<file path="config.mk">
export PLATFORM = sky130hd
export DESIGN_NAME = seg7_scan_ctrl
export DESIGN_NICKNAME = d
export VERILOG_FILES = /design/src/rtl/seg7_scan_ctrl.sv
export SDC_FILE = /design/constraint.sdc
export NUM_CORES = 1
export LEC_CHECK = 0
export ABC_AREA = 1
export BUFFER_PORTS_ARGS = -buffer_cell sky130_fd_sc_hd__buf_2
export CAP_MARGIN = 20
export CORE_UTILIZATION = 55
export CTS_CLUSTER_DIAMETER = 40
export DETAILED_ROUTE_END_ITERATION = 7
export GPL_ROUTABILITY_DRIVEN = 0
export HOLD_SLACK_MARGIN = 0.1
export PLACE_DENSITY = 0.76
export SYNTH_ARGS = -nofsm -noshare
export SYNTH_HDL_FRONTEND = slang
export SYNTH_SLANG_ARGS = --single-unit
</file>
<file path="constraint.sdc">
create_clock -name clk -period 4.4 [get_ports clk]
set_clock_uncertainty 0.15 [all_clocks]
set_input_delay 0.66 -clock clk [delete_from_list [all_inputs] [get_ports clk]]
set_output_delay 0.66 -clock clk [all_outputs]
set_load 0.1 [all_outputs]
</file>
<file path="src/rtl/seg7_scan_ctrl.sv">
// Time-multiplexed scan controller for a DIGITS-wide common-anode 7-segment display.
// Optional leading-zero suppression is enabled by defining SEG7_SCAN_LZS_EN.
module seg7_scan_ctrl #(
    parameter int unsigned DIGITS  = 4,
    parameter int unsigned ON_CYC  = 1000,
    parameter int unsigned GAP_CYC = 16,
    parameter int unsigned CW      = 16
) (
    input  logic                clk,
    input  logic                rst_n,
    input  logic                enable,
    input  logic                load_req,
    input  logic [4*DIGITS-1:0] load_data,
    input  logic [DIGITS-1:0]   load_dp,
    output logic                load_ack,
    output logic [3:0]          digit_code,
    output logic [DIGITS-1:0]   anode_n,
    output logic                dp_n,
    output logic                frame_start
);
    localparam int unsigned   IW       = (DIGITS > 1) ? $clog2(DIGITS) : 1;
    localparam logic [CW-1:0] GAP_LAST = CW'(GAP_CYC - 1);
    localparam logic [CW-1:0] ON_LAST  = CW'(ON_CYC - 1);
    localparam logic [IW-1:0] IDX_LAST = IW'(DIGITS - 1);

    typedef enum logic [1:0] {S_OFF, S_GAP, S_ON} state_e;

    state_e                 state_q, state_d;
    logic [IW-1:0]          idx_q, idx_d;
    logic [CW-1:0]          cnt_q, cnt_d;
    logic [DIGITS-1:0][3:0] shadow_q, shadow_d;
    logic [DIGITS-1:0]      sdp_q, sdp_d;
    logic [3:0]             code_q, code_d;
    logic [DIGITS-1:0]      anode_q, anode_d;
    logic                   dpn_q, dpn_d;
    logic                   ack_q, ack_d;
    logic                   fs_q, fs_d;
    logic [DIGITS-1:0]      lit;

`ifdef SEG7_SCAN_LZS_EN
    logic lzs_seen;

    // Lit if this or any higher digit is nonzero, it carries a dp, or it is digit 0.
    // The shadow only changes at a frame boundary or in OFF, always at least one
    // GAP cycle before the next ON slot, so the registered copy is current here.
    always_comb begin
        lzs_seen = 1'b0;
        lit      = '0;
        for (int i = int'(DIGITS) - 1; i >= 0; i--) begin
            lzs_seen = lzs_seen | (shadow_q[i] != 4'd0);
            lit[i]   = lzs_seen | sdp_q[i] | (i == 0);
        end
    end
`else
    assign lit = '1;
`endif

    // Next state plus registered-output values for the state being entered.
    always_comb begin
        state_d  = state_q;
        idx_d    = idx_q;
        cnt_d    = cnt_q;
        shadow_d = shadow_q;
        sdp_d    = sdp_q;
        ack_d    = 1'b0;
        fs_d     = 1'b0;
        code_d   = 4'd0;
        dpn_d    = 1'b1;
        anode_d  = '1;

        case (state_q)
            S_OFF: begin
                if (load_req) begin
                    shadow_d = load_data;
                    sdp_d    = load_dp;
                    ack_d    = 1'b1;
                end
                if (enable) begin
                    state_d = S_GAP;
                    idx_d   = '0;
                    cnt_d   = '0;
                end
            end
            S_GAP: begin
                if (!enable) begin
                    state_d = S_OFF;
                    idx_d   = '0;
                    cnt_d   = '0;
                end else if (cnt_q == GAP_LAST) begin
                    state_d = S_ON;
                    cnt_d   = '0;
                end else begin
                    cnt_d = cnt_q + CW'(1);
                end
            end
            S_ON: begin
                if (!enable) begin
                    state_d = S_OFF;
                    idx_d   = '0;
                    cnt_d   = '0;
                end else if (cnt_q == ON_LAST) begin
                    state_d = S_GAP;
                    cnt_d   = '0;
                    if (idx_q == IDX_LAST) begin
                        idx_d = '0;
                        fs_d  = 1'b1;
                        if (load_req) begin
                            shadow_d = load_data;
                            sdp_d    = load_dp;
                            ack_d    = 1'b1;
                        end
                    end else begin
                        idx_d = idx_q + IW'(1);
                    end
                end else begin
                    cnt_d = cnt_q + CW'(1);
                end
            end
            default: begin
                state_d = S_OFF;
                idx_d   = '0;
                cnt_d   = '0;
            end
        endcase

        if (state_d != S_OFF) begin
            code_d = shadow_d[idx_d];
            dpn_d  = ~sdp_d[idx_d];
            if ((state_d == S_ON) && lit[idx_d]) begin
                anode_d = ~(DIGITS'(1) << idx_d);
            end
        end
    end

    always_ff @(posedge clk or negedge rst_n) begin
        if (!rst_n) begin
            state_q  <= S_OFF;
            idx_q    <= '0;
            cnt_q    <= '0;
            shadow_q <= '0;
            sdp_q    <= '0;
            code_q   <= 4'd0;
            anode_q  <= '1;
            dpn_q    <= 1'b1;
            ack_q    <= 1'b0;
            fs_q     <= 1'b0;
        end else begin
            state_q  <= state_d;
            idx_q    <= idx_d;
            cnt_q    <= cnt_d;
            shadow_q <= shadow_d;
            sdp_q    <= sdp_d;
            code_q   <= code_d;
            anode_q  <= anode_d;
            dpn_q    <= dpn_d;
            ack_q    <= ack_d;
            fs_q     <= fs_d;
        end
    end

    assign load_ack    = ack_q;
    assign digit_code  = code_q;
    assign anode_n     = anode_q;
    assign dp_n        = dpn_q;
    assign frame_start = fs_q;

endmodule

</file>
## After elaboration in Yosys (flattened, before gate mapping)

Index checks and enable logic that the tools add are counted.

- Equal/unequal tests: 7
- Multiplexer cells: 47
- Shift-type cells: 1
- Reduce and logical (&&, ||, !) cells: 3
- $lt $le $gt $ge: 1
- Add/subtract/negate cells: 2
- Bitwise logic cells: 2

Operators with widths:

| operator | count |
|---|---|
| 16-bit two-way mux | 9 |
| 16-bit case mux with 3 select lines | 1 |
| 4-bit two-way mux | 8 |
| 16-bit case mux with 2 select lines | 1 |
| 2-bit two-way mux | 10 |
| 16-bit by 1-bit adder with 16-bit output, second input constant | 1 |
| 16-bit by 10-bit == test with 1-bit output, second input constant | 1 |
| 16-bit by 4-bit == test with 1-bit output, second input constant | 1 |
| 2-bit case mux with 3 select lines | 2 |
| 1-bit two-way mux | 11 |
| 4-bit binary-select mux with 2-bit select | 1 |
| 4-bit case mux with 2 select lines | 1 |
| 2-bit == test, second input constant | 3 |
| 1-bit binary-select mux with 2-bit select | 2 |
| 4-bit NOT | 1 |
| 1-bit by 2-bit left shift with 4-bit output, first input constant | 1 |
| 2-bit by 3-bit less-than comparator with 1-bit output, second input constant | 1 |
| 2-bit by 1-bit adder with 2-bit output, second input constant | 1 |
| 2-bit by 1-bit == test with 1-bit output, second input constant | 1 |
| 2-bit zero test | 1 |
| 2-bit != test, second input constant | 1 |
| 1-bit case mux with 2 select lines | 1 |
| 2-bit nonzero test | 1 |
| 1-bit logical AND | 1 |
| 1-bit NOT | 1 |

- Logic and storage cells: 76
- Output and inout port bits: 11
- Input bits: 24
- Flip-flop bits (word level): 51

## Longest topological paths before layout

Gate-level depths: netlist (run 1).

- Word-level depth: 10
- Depth in mapped cells: 16
- Depth with buffers taken out: 16

## Least setup slack after synthesis (run 1)

No wires, ideal clock.

- Path kind: reg2reg
- Start: register state_q[0]
- End: register code_q[2] (netlist: digit_code[2])
- Setup time: 71 ps
- Period minus slack after synthesis: 2027 ps
- Data arrival time: 1805 ps
- Slack: 2373 ps
- Data required time: 4179 ps
- Path buffers: 1
- Cell stages (with the launch flop): 15
- Cells stage by stage: dfrtp_1 -> inv_1 -> ha_1 -> inv_2 -> nor2_1 -> buf_4 -> o21ai_1 -> nand3_2 -> nand2_2 -> nand3_1 -> inv_1 -> nand2_1 -> nand2_1 -> nor2_1 -> nor2_1

- Longest elaborated chain between the ends: 5
- Elaborated cells between the ends (all ways): 15
- Those cells by class: 2 x eq/ne; 11 x mux; 2 x reduce/logical

Ends and longest elaborated chain:

| element | RTL line | text |
|---|---|---|
| from (decl) | 28 | `state_e state_q, state_d;` |
| from (signal assigned) | 148 | `state_q <= state_d;` |
| 2-bit == test (tied with other cells) | 71 | `case (state_q)` |
| 2-bit case mux with 3 select lines (tied with other cells) | 71 |  |
| 4-bit binary-select mux with 2-bit select or 2-bit case mux with 3 select lines (tied branches) | 127, 71 |  |
| 4-bit two-way mux (not written as such) or 2-bit nonzero test (tied branches) | 127, 126 |  |
| 4-bit two-way mux (*) | 126 | `if (state_d != S_OFF) begin` |
| via code_d[2] | 33 | `logic [3:0] code_q, code_d;` |
| to (signal assigned) | 153 | `code_q <= code_d;` |
| to (decl) | 33 |  |

Mark *: on every way through the listed nets, which the timed path passes. The rest lies on a longest branch. The select of a mux whose other input is x is not followed.
A chain may end at the register's enable or synchronous reset.

## Final worst setup path (run 1)

Same ends and word-level chain as after synthesis.

==> flow_summary.ini, run 1 <==
[yosys]
synth_nets = 428
seq_area_frac_synth_pct = 42.5
avgSynthCellArea_sq_um = 7.57
ys_ff_latch = 51
syn-cell-area_sq_um = 3010
synthCells = 398
ys_types = 40
yosysWarnings = 0

[detailed_routing]
drt-total-wl_microns = 6450
vias = 2572
final_antenna_net_count = 0
avgRoutedWirePerCell_microns = 12.8
drc = 0
via_per_inst = 5.11
first_pass_iters = 4
drtIter0Drc = 138

[sta]
fmax_ghz = 0.370
setup_violations = 0
drv_slew = 0
tns_ps = 0
hold_viol = 0
finalCriticalPeriod_ps = 2700
fin_crit_sh_pct = 61.4
worst_slew_pin_slew_ps = 869
relSlewSlack_pct = 41.8
rsz0062_at_grt = false

[worst_setup_path]
cp_slowest_cell = nor2_1
cp_top_family = simple AND/OR/NAND/NOR gates
worstPathCellList = inv_1, ha_1, inv_2, nor2_1, inv_2, nand3_2, nand2_2, nand2_4, nand3_1, inv_1, nand2_1, nand2_1, nor2_1, nor2_1
slowest_delay_ps = 540
cp.arrival_ps = 2790
critical_path_class = flip-flop to flip-flop
crit_cells = 14
r2r_cells = 14
worstSetupStartpointType = flip-flop
endpoint_kind = flip-flop
path_buf_inv = 4
cp.required_ps = 4480
crit_top_cell = nor2_1
cp_max_fo = 11

[floorplan]
core.rowCount = 26
dieArea_sq_um = 5780
ioPinCount = 35
die_width_microns = 76.0
core_sq_um = 5200
initial_core_util_pct = 57.9
die_y_microns = 76.0

[grt]
grt_max_degree = 29
grt_pass1_vias = 2390
grt-ovfl-total = 0
gr-usage-all-layers_pct = 24.5
antenna_found_initial = 0
grt_pass1_wl_microns = 11100

[clocking]
clkSinkCount = 51
cts_tree = built
clk_pin_slew_worst_paths_ps = 90
cts.repair.resized = 0
cts_htree_levels = 2
clock_path_buffers = 2
postCtsHoldBufs = 0
cts-buffers-inserted = 5
postCtsSetupBuffers = 0
clockRootBuffer = clkbuf_8
clock_latency_ps = 300

[power_and_ir_drop]
pwr_density_cell_nw_per_um2 = 483
ir_drop_uv = 398
design_power_total_uw = 1610
power_leakage_uw = 0.00168

[place]
io_buffers = 34
dp_hpwl_microns = 5000

[job]
maxCapViolations = 0

[status]
status = finished clean

[finish]
postLayoutCoreUtil_pct = 64.1
drive_above_1_share_pct = 19.9
fin_nets = 462
n_antenna_cell = 0
area_growth_pct = 10.6

[min_path]
hp-class = input pin to async pin
cell usage after synthesis (all sizes together):
| cell | number | area, sq um |
|---|---|---|
| clkbuf | 2 | 7.51 |
| dfstp | 5 | 131 |
| nor4 | 3 | 18.8 |
| nand2 | 133 | 557 |
| dfrtp | 46 | 1150 |
| ha | 6 | 75.1 |
| buf | 6 | 53.8 |
| o22ai | 3 | 18.8 |
| nor3 | 5 | 25.0 |
| a2bb2oi | 1 | 8.76 |
| a21boi | 1 | 7.51 |
| and2 | 2 | 12.5 |
| xor2 | 8 | 70.1 |
| clkinv | 3 | 12.5 |
| o21ai | 22 | 118 |
| nand3 | 30 | 175 |
| nor2 | 49 | 223 |
| inv | 51 | 191 |
| nand4 | 6 | 52.6 |
| or2 | 2 | 12.5 |
| mux2i | 1 | 10.0 |
| a21oi | 11 | 66.3 |
| a211oi | 1 | 7.51 |
| xnor2 | 1 | 8.76 |
layout make-up:
type / count / area [sq um]
inverter: 54 / 204
clock buffer: 7 / 96.3
timing repair buffer: 35 / 190
multi-input combinational: 285 / 1470
tap: 70 / 87.6
fill: 466 / 1870
sequential: 51 / 1280
clock inverter: 1 / 7.51
registers in the layout, summed over array words and instances, names as in the netlist:
name         count
dp_n             1
sdp_q            4
shadow_q        16
digit_code       4
anode_n          4
state_q          2
frame_start      1
load_ack         1
cnt_q           16
idx_q            2
power by group:
part	internal [uW]	switching, uW
Clock	143	150
Combinational	180	506
Sequential	587	45.8
kinds of logic after synthesis:
| logic type | after synthesis | synth area share, % |
|---|---|---|
| AO/OA/AOI/OAI | 39 | 7.51 |
| XOR/XNOR | 9 | 2.62 |
| adder cells (fa/ha/maj) | 6 | 2.49 |
| buffers and inverters | 62 | 8.80 |
| flip-flops | 51 | 42.5 |
| multiplexers | 1 | 0.332 |
| AND/OR/NAND/NOR | 230 | 35.7 |
per-stage QoR:
step	worst slack [ps]	cells	hold slack [ps]	area, sq um
final	1700	503	191	3330
after global routing	1380	503	226	3330
after CTS	1700	503	202	3330
after detailed placement	1740	495	362	3230
after global placement	1860	494	352	3210
after floorplan	2370	398	214	3010
per-layer routing:
metal	up-vias	global-route usage, %	part of all wire (%)	routed length (microns)
met2	64	38.5	45	2910
met5	-	0	0	0
met4	0	8.08	1.5	94
met1	1181	34.3	48	3090
met3	8	4.43	5.5	357
li1	1319	-	-	-
final timing paths:
check / from / end / slack, ps
max in group asynchronous: rst_n / anode_n[0] / 3300
hold reg to reg: shadow_q[1] / shadow_q[1] / 370
setup / recovery: state_q[0] / digit_code[2] / 1700
setup reg to reg: state_q[0] / digit_code[2] / 1700
min in group clk: shadow_q[1] / shadow_q[1] / 370
hold / removal: rst_n / state_q[0] / 190
layout by cell type (no fill, tap or decap), drive strengths merged:
master,count
nor2,49
mux2i,1
dfstp,5
nand4,6
a211oi,1
xnor2,1
o22ai,3
a21boi,1
a21oi,11
nand3,30
clkinvlp,1
and2,2
nor3,5
dfrtp,46
ha,6
nor4,3
xor2,8
or2,2
clkbuf,7
inv,51
o21ai,22
buf,35
nand2,133
clkinv,3
a2bb2oi,1
Power figures use the tool's default switching activity.
==> run 2: changes to the inputs <==
Settings changed: CORE_UTILIZATION 55 to 53.
Clock period 4.4 ns to 2.3 ns, I/O delays scaled along.
==> flow_summary.ini, run 2 (same netlist as run 1, synthesis figures left out) <==
[sta]
setup_violations = 0
hold_viol = 0
setup_ws_ps = 150
relSlewSlack_pct = 67.6
fin_crit_sh_pct = 93.5
finalCriticalPeriod_ps = 2150
fmax_ghz = 0.465
drv_slew = 0
rsz0062_at_grt = true
worst_slew_pin_slew_ps = 489

[worst_setup_path]
rr_startpoint = cnt_q[0]
cp_max_fo = 7
worstSetupStartpointType = flip-flop
reg2reg_setup_slack_ps = 150
cp.arrival_ps = 2240
cp.required_ps = 2390
endpoint_kind = flip-flop
r2r_cells = 12
critPathLaunch = cnt_q[0]
reg2reg_to = digit_code[1]
crit_end = digit_code[1]
critical_path_class = flip-flop to flip-flop

[grt]
gr-usage-all-layers_pct = 24.0
grt_pass1_wl_microns = 11200
grt-ovfl-total = 0
grt_max_degree = 21
antenna_found_initial = 0
grt_pass1_vias = 2474

[clocking]
clock_latency_ps = 310
clkSinkCount = 51
cts_tree = built
clockRootBuffer = clkbuf_8
cts_htree_levels = 2
clock_path_buffers = 2
clk_pin_slew_worst_paths_ps = 90
cts-buffers-inserted = 5

[floorplan]
die_y_microns = 77.4
ioPinCount = 35
die_width_microns = 77.4
core.rowCount = 27
core_sq_um = 5510
initial_core_util_pct = 54.7
dieArea_sq_um = 5990

[min_path]
hp-class = input pin to flip-flop
min_from = load_data[1]

[place]
dp_hpwl_microns = 5070
io_buffers = 34
dp.cells = 507
preCtsSetupSlack_ps = 107
placed_area_sq_um = 3300

[detailed_routing]
first_pass_iters = 4
avgRoutedWirePerCell_microns = 12.7
drc = 0
drt-total-wl_microns = 6670
vias = 2650
drtIter0Drc = 190
via_per_inst = 5.03
final_antenna_net_count = 0

[finish]
final_cell_mix = nand2_1, inv_1, dfrtp_1
final_common_cell = nand2_1
finalInstanceArea_sq_um = 3540
postLayoutCoreUtil_pct = 64.3
top_regs = cnt_q (16), shadow_q (16)
fin_cells = 527
fin_nets = 484
fillers = 466
n_antenna_cell = 0
drive_above_1_share_pct = 24.8
area_growth_pct = 17.4

[power_and_ir_drop]
pwr_density_cell_nw_per_um2 = 923
ir_drop_uv = 628
power_leakage_uw = 0.00180

[job]
maxCapViolations = 0

[status]
status = finished clean
## run 2: worst min path at each step
stage | slack [ps] | to | cells past startpoint
after global routing | 160 | shadow_q[0] | 3
final | 150 | shadow_q[1] | 3
after detailed placement | 140 | shadow_q[0] | 1
after CTS | 150 | shadow_q[1] | 3
after floorplan | -100 | cnt_q[0] | 0
after global placement | 140 | shadow_q[0] | 1
## run 2: what timing repair did
| action | 4_1_cts | 5_1_grt |
|---|---|---|
| setup buffers | 0 | 11 |
| hold buffers | 1 | 0 |
| gates resized for setup | 0 | 9 |
| endpoints found under the hold margin | 14 | 0 |
| setup endpoints to repair | 0 | 5 |
## run 2: critical path, stage by stage, from the launching register on
cell and delay (ps):
dfrtp_1 400, ha_1 190, nand2_1 70, inv_1 90, nand2_1 90, nor2_4 140
nand4_4 200, buf_4 210, a21oi_4 130, nand2_1 80, a21oi_2 140, nand2_1 60
a21oi_1 130
## run 2: stage by stage
step                      setup TNS [ps]  power [uW]  hold WS (ps)
after detailed placement               0        2550           141
after CTS                              0        3190           154
after global placement                 0        2510           143
after floorplan                        0        2270          -101
after global routing               -32.4        3500           163
final                                  0        3270           153
## run 2: layout make-up
class                           instances  area (sq um)  area share [%]
Timing Repair Buffer                   57           345            9.76
Inverter                               54           204            5.76
Tap cell                               72          90.1            2.55
Clock inverter                          3          43.8            1.24
Clock buffer                            5          68.8            1.94
Sequential cell                        51          1280            36.2
Multi-Input combinational cell        285          1510            42.5
## run 2: routing by layer
metal	GRT usage (%)	vias to the layer above	wire [microns]
met2	36.9	69	2970
met4	7.74	0	89
li1	-	1354	-
met1	34.2	1220	3210
met5	0	-	0
met3	4.35	7	405
## run 2: report_power, final
part	total [uW]	switching (uW)	internal [uW]	leakage, uW
sequential	1220	94.0	1120	0.000653
combinational	1420	983	439	0.00108
clock	628	304	324	0.0000581
